[config.mk]
export PLATFORM = sky130hd
export DESIGN_NAME = lsu_byte_seq
export DESIGN_NICKNAME = d
export VERILOG_FILES = /design/src/rtl/lsu_byte_seq.sv
export SDC_FILE = /design/constraint.sdc
export NUM_CORES = 1
export LEC_CHECK = 0
export BUFFER_PORTS_ARGS = -buffer_cell sky130_fd_sc_hd__buf_2
export CORE_AREA = 2 2 96 168
export CTS_BUF_LIST = sky130_fd_sc_hd__clkbuf_2
export CTS_CLUSTER_SIZE = 25
export DETAILED_ROUTE_END_ITERATION = 16
export DIE_AREA = 0 0 98 170
export PLACE_DENSITY = 0.59
export SLEW_MARGIN = 5
export SYNTH_ARGS = -nofsm -noshare
export SYNTH_HDL_FRONTEND = slang
export SYNTH_SLANG_ARGS = --single-unit
[constraint.sdc]
create_clock -name i_clk -period 5.89 [get_ports i_clk]
set_input_delay 1.178 -clock i_clk [delete_from_list [all_inputs] [get_ports i_clk]]
set_output_delay 1.178 -clock i_clk [all_outputs]
set_load 0.01 [all_outputs]
[src/rtl/lsu_byte_seq.sv]
// lsu_byte_seq: sequences byte/half/word loads and stores onto a byte-wide RAM.
// Little-endian, one RAM byte per cycle, sign/zero extension of load data.
module lsu_byte_seq #(
    parameter int ADDR_WIDTH = 16,
    parameter int DATA_WIDTH = 8
) (
    input  logic                  i_clk,
    input  logic                  i_rst_n,
    input  logic                  i_req_valid,
    output logic                  o_req_ready,
    input  logic                  i_req_we,
    input  logic [1:0]            i_req_size,
    input  logic                  i_req_signed,
    input  logic [ADDR_WIDTH-1:0] i_req_addr,
    input  logic [31:0]           i_req_wdata,
    output logic                  o_rsp_valid,
    input  logic                  i_rsp_ready,
    output logic [31:0]           o_rsp_rdata,
    output logic                  o_rsp_err,
    output logic                  o_ram_we,
    output logic [ADDR_WIDTH-1:0] o_ram_addr,
    output logic [DATA_WIDTH-1:0] o_ram_wdata,
    input  logic [DATA_WIDTH-1:0] i_ram_rdata
);

    typedef enum logic [1:0] {
        IDLE,
        XFER,
        RESP
    } state_t;

    state_t                state;
    logic [1:0]            k;
    logic                  we;
    logic [1:0]            size;
    logic                  sgn;
    logic [ADDR_WIDTH-1:0] addr;
    logic [31:0]           wdata;
    logic [31:0]           ldata;
    logic [31:0]           rdata;
    logic                  err;

    logic                  req_err;
    logic [1:0]            last_k;
    logic [31:0]           cap;
    logic [31:0]           ext;
    logic                  xfer;
    logic                  ram_we;

    always_comb begin
        req_err = 1'b0;
        unique case (i_req_size)
            2'b00:   req_err = 1'b0;
            2'b01:   req_err = i_req_addr[0];
            2'b10:   req_err = |i_req_addr[1:0];
            default: req_err = 1'b1;
        endcase
    end

    // Final byte index is N-1: 0, 1 or 3 for byte, half, word.
    assign last_k = {size[1], size[1] | size[0]};

    always_comb begin
        cap = ldata;
        cap[{k, 3'b000} +: 8] = i_ram_rdata;
    end

    always_comb begin
        ext = cap;
        unique case (size)
            2'b00:   ext = {{24{sgn & cap[7]}}, cap[7:0]};
            2'b01:   ext = {{16{sgn & cap[15]}}, cap[15:0]};
            default: ext = cap;
        endcase
    end

    always_ff @(posedge i_clk) begin
        if (!i_rst_n) begin
            state <= IDLE;
            k     <= 2'd0;
            we    <= 1'b0;
            size  <= 2'd0;
            sgn   <= 1'b0;
            addr  <= '0;
            wdata <= 32'd0;
            ldata <= 32'd0;
            rdata <= 32'd0;
            err   <= 1'b0;
        end else begin
            unique case (state)
                IDLE: begin
                    if (i_req_valid) begin
                        we    <= i_req_we;
                        size  <= i_req_size;
                        sgn   <= i_req_signed;
                        addr  <= i_req_addr;
                        wdata <= i_req_wdata;
                        ldata <= 32'd0;
                        k     <= 2'd0;
                        rdata <= 32'd0;
                        err   <= req_err;
                        state <= req_err ? RESP : XFER;
                    end
                end
                XFER: begin
                    if (!we) begin
                        ldata <= cap;
                    end
                    if (k == last_k) begin
                        k     <= 2'd0;
                        rdata <= we ? 32'd0 : ext;
                        state <= RESP;
                    end else begin
                        k <= k + 2'd1;
                    end
                end
                RESP: begin
                    if (i_rsp_ready) begin
                        state <= IDLE;
                    end
                end
                default: state <= IDLE;
            endcase
        end
    end

    // Reset gates the strobes so an aborted store writes nothing more.
    assign xfer        = (state == XFER);
    assign ram_we      = i_rst_n & xfer & we;
    assign o_req_ready = i_rst_n & (state == IDLE);
    assign o_rsp_valid = i_rst_n & (state == RESP);
    assign o_ram_we    = ram_we;
    assign o_ram_addr  = xfer ? addr + ADDR_WIDTH'(k) : addr;
    assign o_ram_wdata = ram_we ? wdata[{k, 3'b000} +: 8] : '0;
    assign o_rsp_rdata = rdata;
    assign o_rsp_err   = err;

endmodule

==> impl_metrics.json <==
{
  "rsz0062_at_grt": "false",
  "ir_drop_mv": 0.105,
  "clk_path_buf_depth": 2,
  "nFillCells": 1543,
  "slew_viol_final": 0,
  "swShare_pct": 28.9,
  "fin_ws_ns": 1.22,
  "place_ws_ns": 1.89,
  "synth_cells": 663,
  "cts_tree": "done",
  "hold_slack_ns": 0.476,
  "synth_seq_cells": 121,
  "cts_sinks": 121,
  "synth.net_count": 735,
  "synthFlopType": "dfxtp_1",
  "relSlewSlack_pct": 26.2,
  "fp.dieH_um": 170,
  "power.density_nw_per_um2": 252,
  "finalSetupViolations": 0,
  "critical_path.reg2reg.startpoint": "k[1]",
  "drt-total-wl_mm": 15.5,
  "p_comb_share_pct": 12.7,
  "area_delta_synth_final_pct": 15.6,
  "clkSlewWorstSetupHoldPaths_ns": 0.18,
  "synth_edf_count": 0,
  "postCtsHoldBufs": 0,
  "core_sq_um": 15200,
  "fin_nets": 833,
  "cp-startpoint": "k[1]",
  "cellInternalPower_mw": 1.22,
  "grt_first_pass_wirelength_mm": 25.1,
  "dieWidth_um": 98,
  "gp_congestion": 0.777,
  "timing.fmax_mhz": 214,
  "required_ns": 4.71,
  "arrival_ns": 3.49,
  "dp_hpwl_mm": 11.2,
  "antenna_found_initial": 1,
  "seqPwrFrac_pct": 51.5,
  "place_area_sq_um": 6490,
  "io_buffers": 123,
  "hold_viol_final": 0,
  "final_area_sq_um": 6780,
  "postCtsSetupBuffers": 0,
  "io_pins": 124,
  "drc": 0,
  "place_inst": 928,
  "ys_types": 59,
  "skew_ns": 0.0210,
  "grt_pass1_vias": 5064,
  "worst_pin_slew_ns": 1.11,
  "cts_buffers": 17,
  "worstPathMaxFanout": 15,
  "maxCapViolations": 0,
  "track_usage_pct": 18.7,
  "postRouteAntennaNets": 0,
  "critPathBufInv": 2,
  "fin_crit_sh_pct": 79.2,
  "worst_path_largest_cell_delay_ns": 0.83,
  "end_kind": "output pin",
  "p_sw_mw": 0.494,
  "start_util_pct": 38.5,
  "synth.yosys.seq_area_share_pct": 41.3,
  "clockRootBuffer": "clkbuf_2",
  "outcome": "finished clean",
  "crit_type": "flip-flop to output pin",
  "cts.htree.levels": 4,
  "grt_remaining_overflow": 0,
  "crit_slowest_cell": "dfxtp_1",
  "drive_above_1_share_pct": 24.2,
  "rows": 60,
  "dr.pass1.iters": 5,
  "min_from": "ldata[4]",
  "grt_max_degree": 91,
  "num_vias": 5046,
  "synth_warnings": 0,
  "wl_per_cell_um": 16.1,
  "hp-class": "flip-flop to flip-flop",
  "via_per_inst": 5.25,
  "crit_chain": "inv_1 -> fa_1 -> nor3_1 -> nand4_1 -> xnor2_1 -> buf_2",
  "drt-initial-drc-count": 177,
  "clk_latency_ns": 0.67,
  "fin_cells": 961,
  "leakage_nw": 2.75,
  "async_flop_share_pct": 0,
  "period_minus_slack_ns": 4.67,
  "ctsResizeCount": 0,
  "syn_area_per_cell_sq_um": 8.85,
  "fp.dieArea_sq_um": 16700,
  "worstSetupStartpointType": "flip-flop",
  "finalSetupTns_ns": 0,
  "crit_family": "flip-flops",
  "pwr-share-clk_pct": 35.7,
  "synthesis.area_sq_um": 5870
}
==> cell usage in the layout (no fill, tap or decap), types with 9 or more instances in the layout <==
cell type,Yosys,layout
nand2_1,145,145
buf_2,17,123
dfxtp_1,121,121
a21boi_0,60,60
nor2b_1,39,39
nor2_1,25,24
and2_1,20,20
a21oi_1,18,18
o21a_1,18,18
o21ai_0,17,17
a32o_1,17,17
clkbuf_2,1,17
and3_1,10,10
xnor2_1,10,10
a22oi_1,9,9
==> synthesized netlist by cell type, drive strengths merged (2+ instances only) <==
| cell | n | area (sq um) |
|---|---|---|
| clkbuf | 20 | 76.3 |
| nor4bb | 3 | 45.0 |
| and3 | 11 | 73.8 |
| xor2 | 5 | 51.3 |
| mux2i | 7 | 70.1 |
| a21oi | 19 | 98.9 |
| o21ai | 19 | 110 |
| nand2b | 4 | 25.0 |
| buf | 30 | 198 |
| nor3 | 3 | 15.0 |
| inv | 8 | 30.0 |
| a22oi | 9 | 67.6 |
| or3b | 2 | 17.5 |
| ha | 7 | 87.6 |
| nor2 | 25 | 93.8 |
| xnor2 | 10 | 87.6 |
| nand3 | 7 | 35.0 |
| a22o | 9 | 85.1 |
| o31ai | 3 | 36.3 |
| a21boi | 60 | 450 |
| nand4 | 3 | 18.8 |
| nor2b | 39 | 244 |
| nor3b | 2 | 25.0 |
| a32oi | 3 | 26.3 |
| dfxtp | 121 | 2420 |
| mux4 | 8 | 180 |
| a32o | 17 | 170 |
| or2 | 3 | 18.8 |
| and2 | 20 | 125 |
| nand3b | 2 | 15.0 |
| o2bb2ai | 3 | 26.3 |
| nand2 | 145 | 544 |
| o211ai | 8 | 60.1 |
| o21a | 18 | 135 |
==> flip-flops by register name (all words and copies together), names as in the netlist <==
| signal | cells |
|---|---|
| o_rsp_err | 1 |
| addr | 16 |
| sgn | 1 |
| k | 2 |
| o_rsp_rdata | 32 |
| wdata | 32 |
| we | 1 |
| ldata | 32 |
| state | 2 |
| size | 2 |
==> layer usage <==
layer,up-vias,wire (um),track usage (%)
met3,36,651,3.66
met1,2376,6180,20.6
met4,0,582,9.36
li1,2504,-,-
met2,130,8040,33.9
met5,-,0,0
==> power groups by stage <==
stage	registers, mW	clock network (mW)	logic [mW]
6_report	0.881	0.611	0.217
2_1_floorplan	0.888	0	0.152
5_1_grt	0.887	0.666	0.243
3_5_place_dp	0.898	0	0.220
3_3_place_gp	0.896	0	0.216
4_1_cts	0.881	0.633	0.221
==> final cells by class <==
class	instances	area [sq um]	share of cell area [%]
multi-input combinational	484	3150	46.4
sequential	121	2420	35.7
timing repair buffer	129	661	9.74
tap	186	233	3.43
clock inverter	15	199	2.93
clock buffer	17	85.1	1.25
inverter	8	30.0	0.443
antenna	1	2.50	0.0369
==> tightest hold or removal path: stages, from the launching register on <==
cell and delay [ns]:
dfxtp_1 0.34, nand2_1 0.04, a21boi_0 0.06
==> through the flow <==
step / util (%) / power (mW)
2_1_floorplan: - / 1.04
3_3_place_gp: 42.6 / 1.11
3_5_place_dp: 42.6 / 1.12
4_1_cts: 44.5 / 1.73
5_1_grt: 44.5 / 1.80
6_report: 44.5 / 1.71
==> worst paths after layout <==
| kind | depth (start not counted) | slack [ns] | endpoint |
|---|---|---|---|
| worst max-delay path | 6 | 1.22 | o_ram_addr[8] |
| worst min-delay path | 2 | 0.48 | ldata[4] |
| worst max register to register | 6 | 2.64 | o_rsp_rdata[18] |
| worst min register to register | 2 | 0.48 | ldata[4] |
==> kinds of logic (layout without fill, tap and decap cells) <==
| group | after synthesis | in the layout | share of synthesized area, % |
|---|---|---|---|
| simple gates | 273 | 273 | 22.7 |
| compound gates | 173 | 173 | 22.4 |
| flops | 121 | 121 | 41.3 |
| buf+inv | 58 | 169 | 5.18 |
| xor+xnor | 15 | 15 | 2.37 |
| mux | 15 | 15 | 4.27 |
| fa+ha+maj | 8 | 8 | 1.83 |
| other cells | 0 | 1 | 0 |
(Power assumes the default switching activity.)
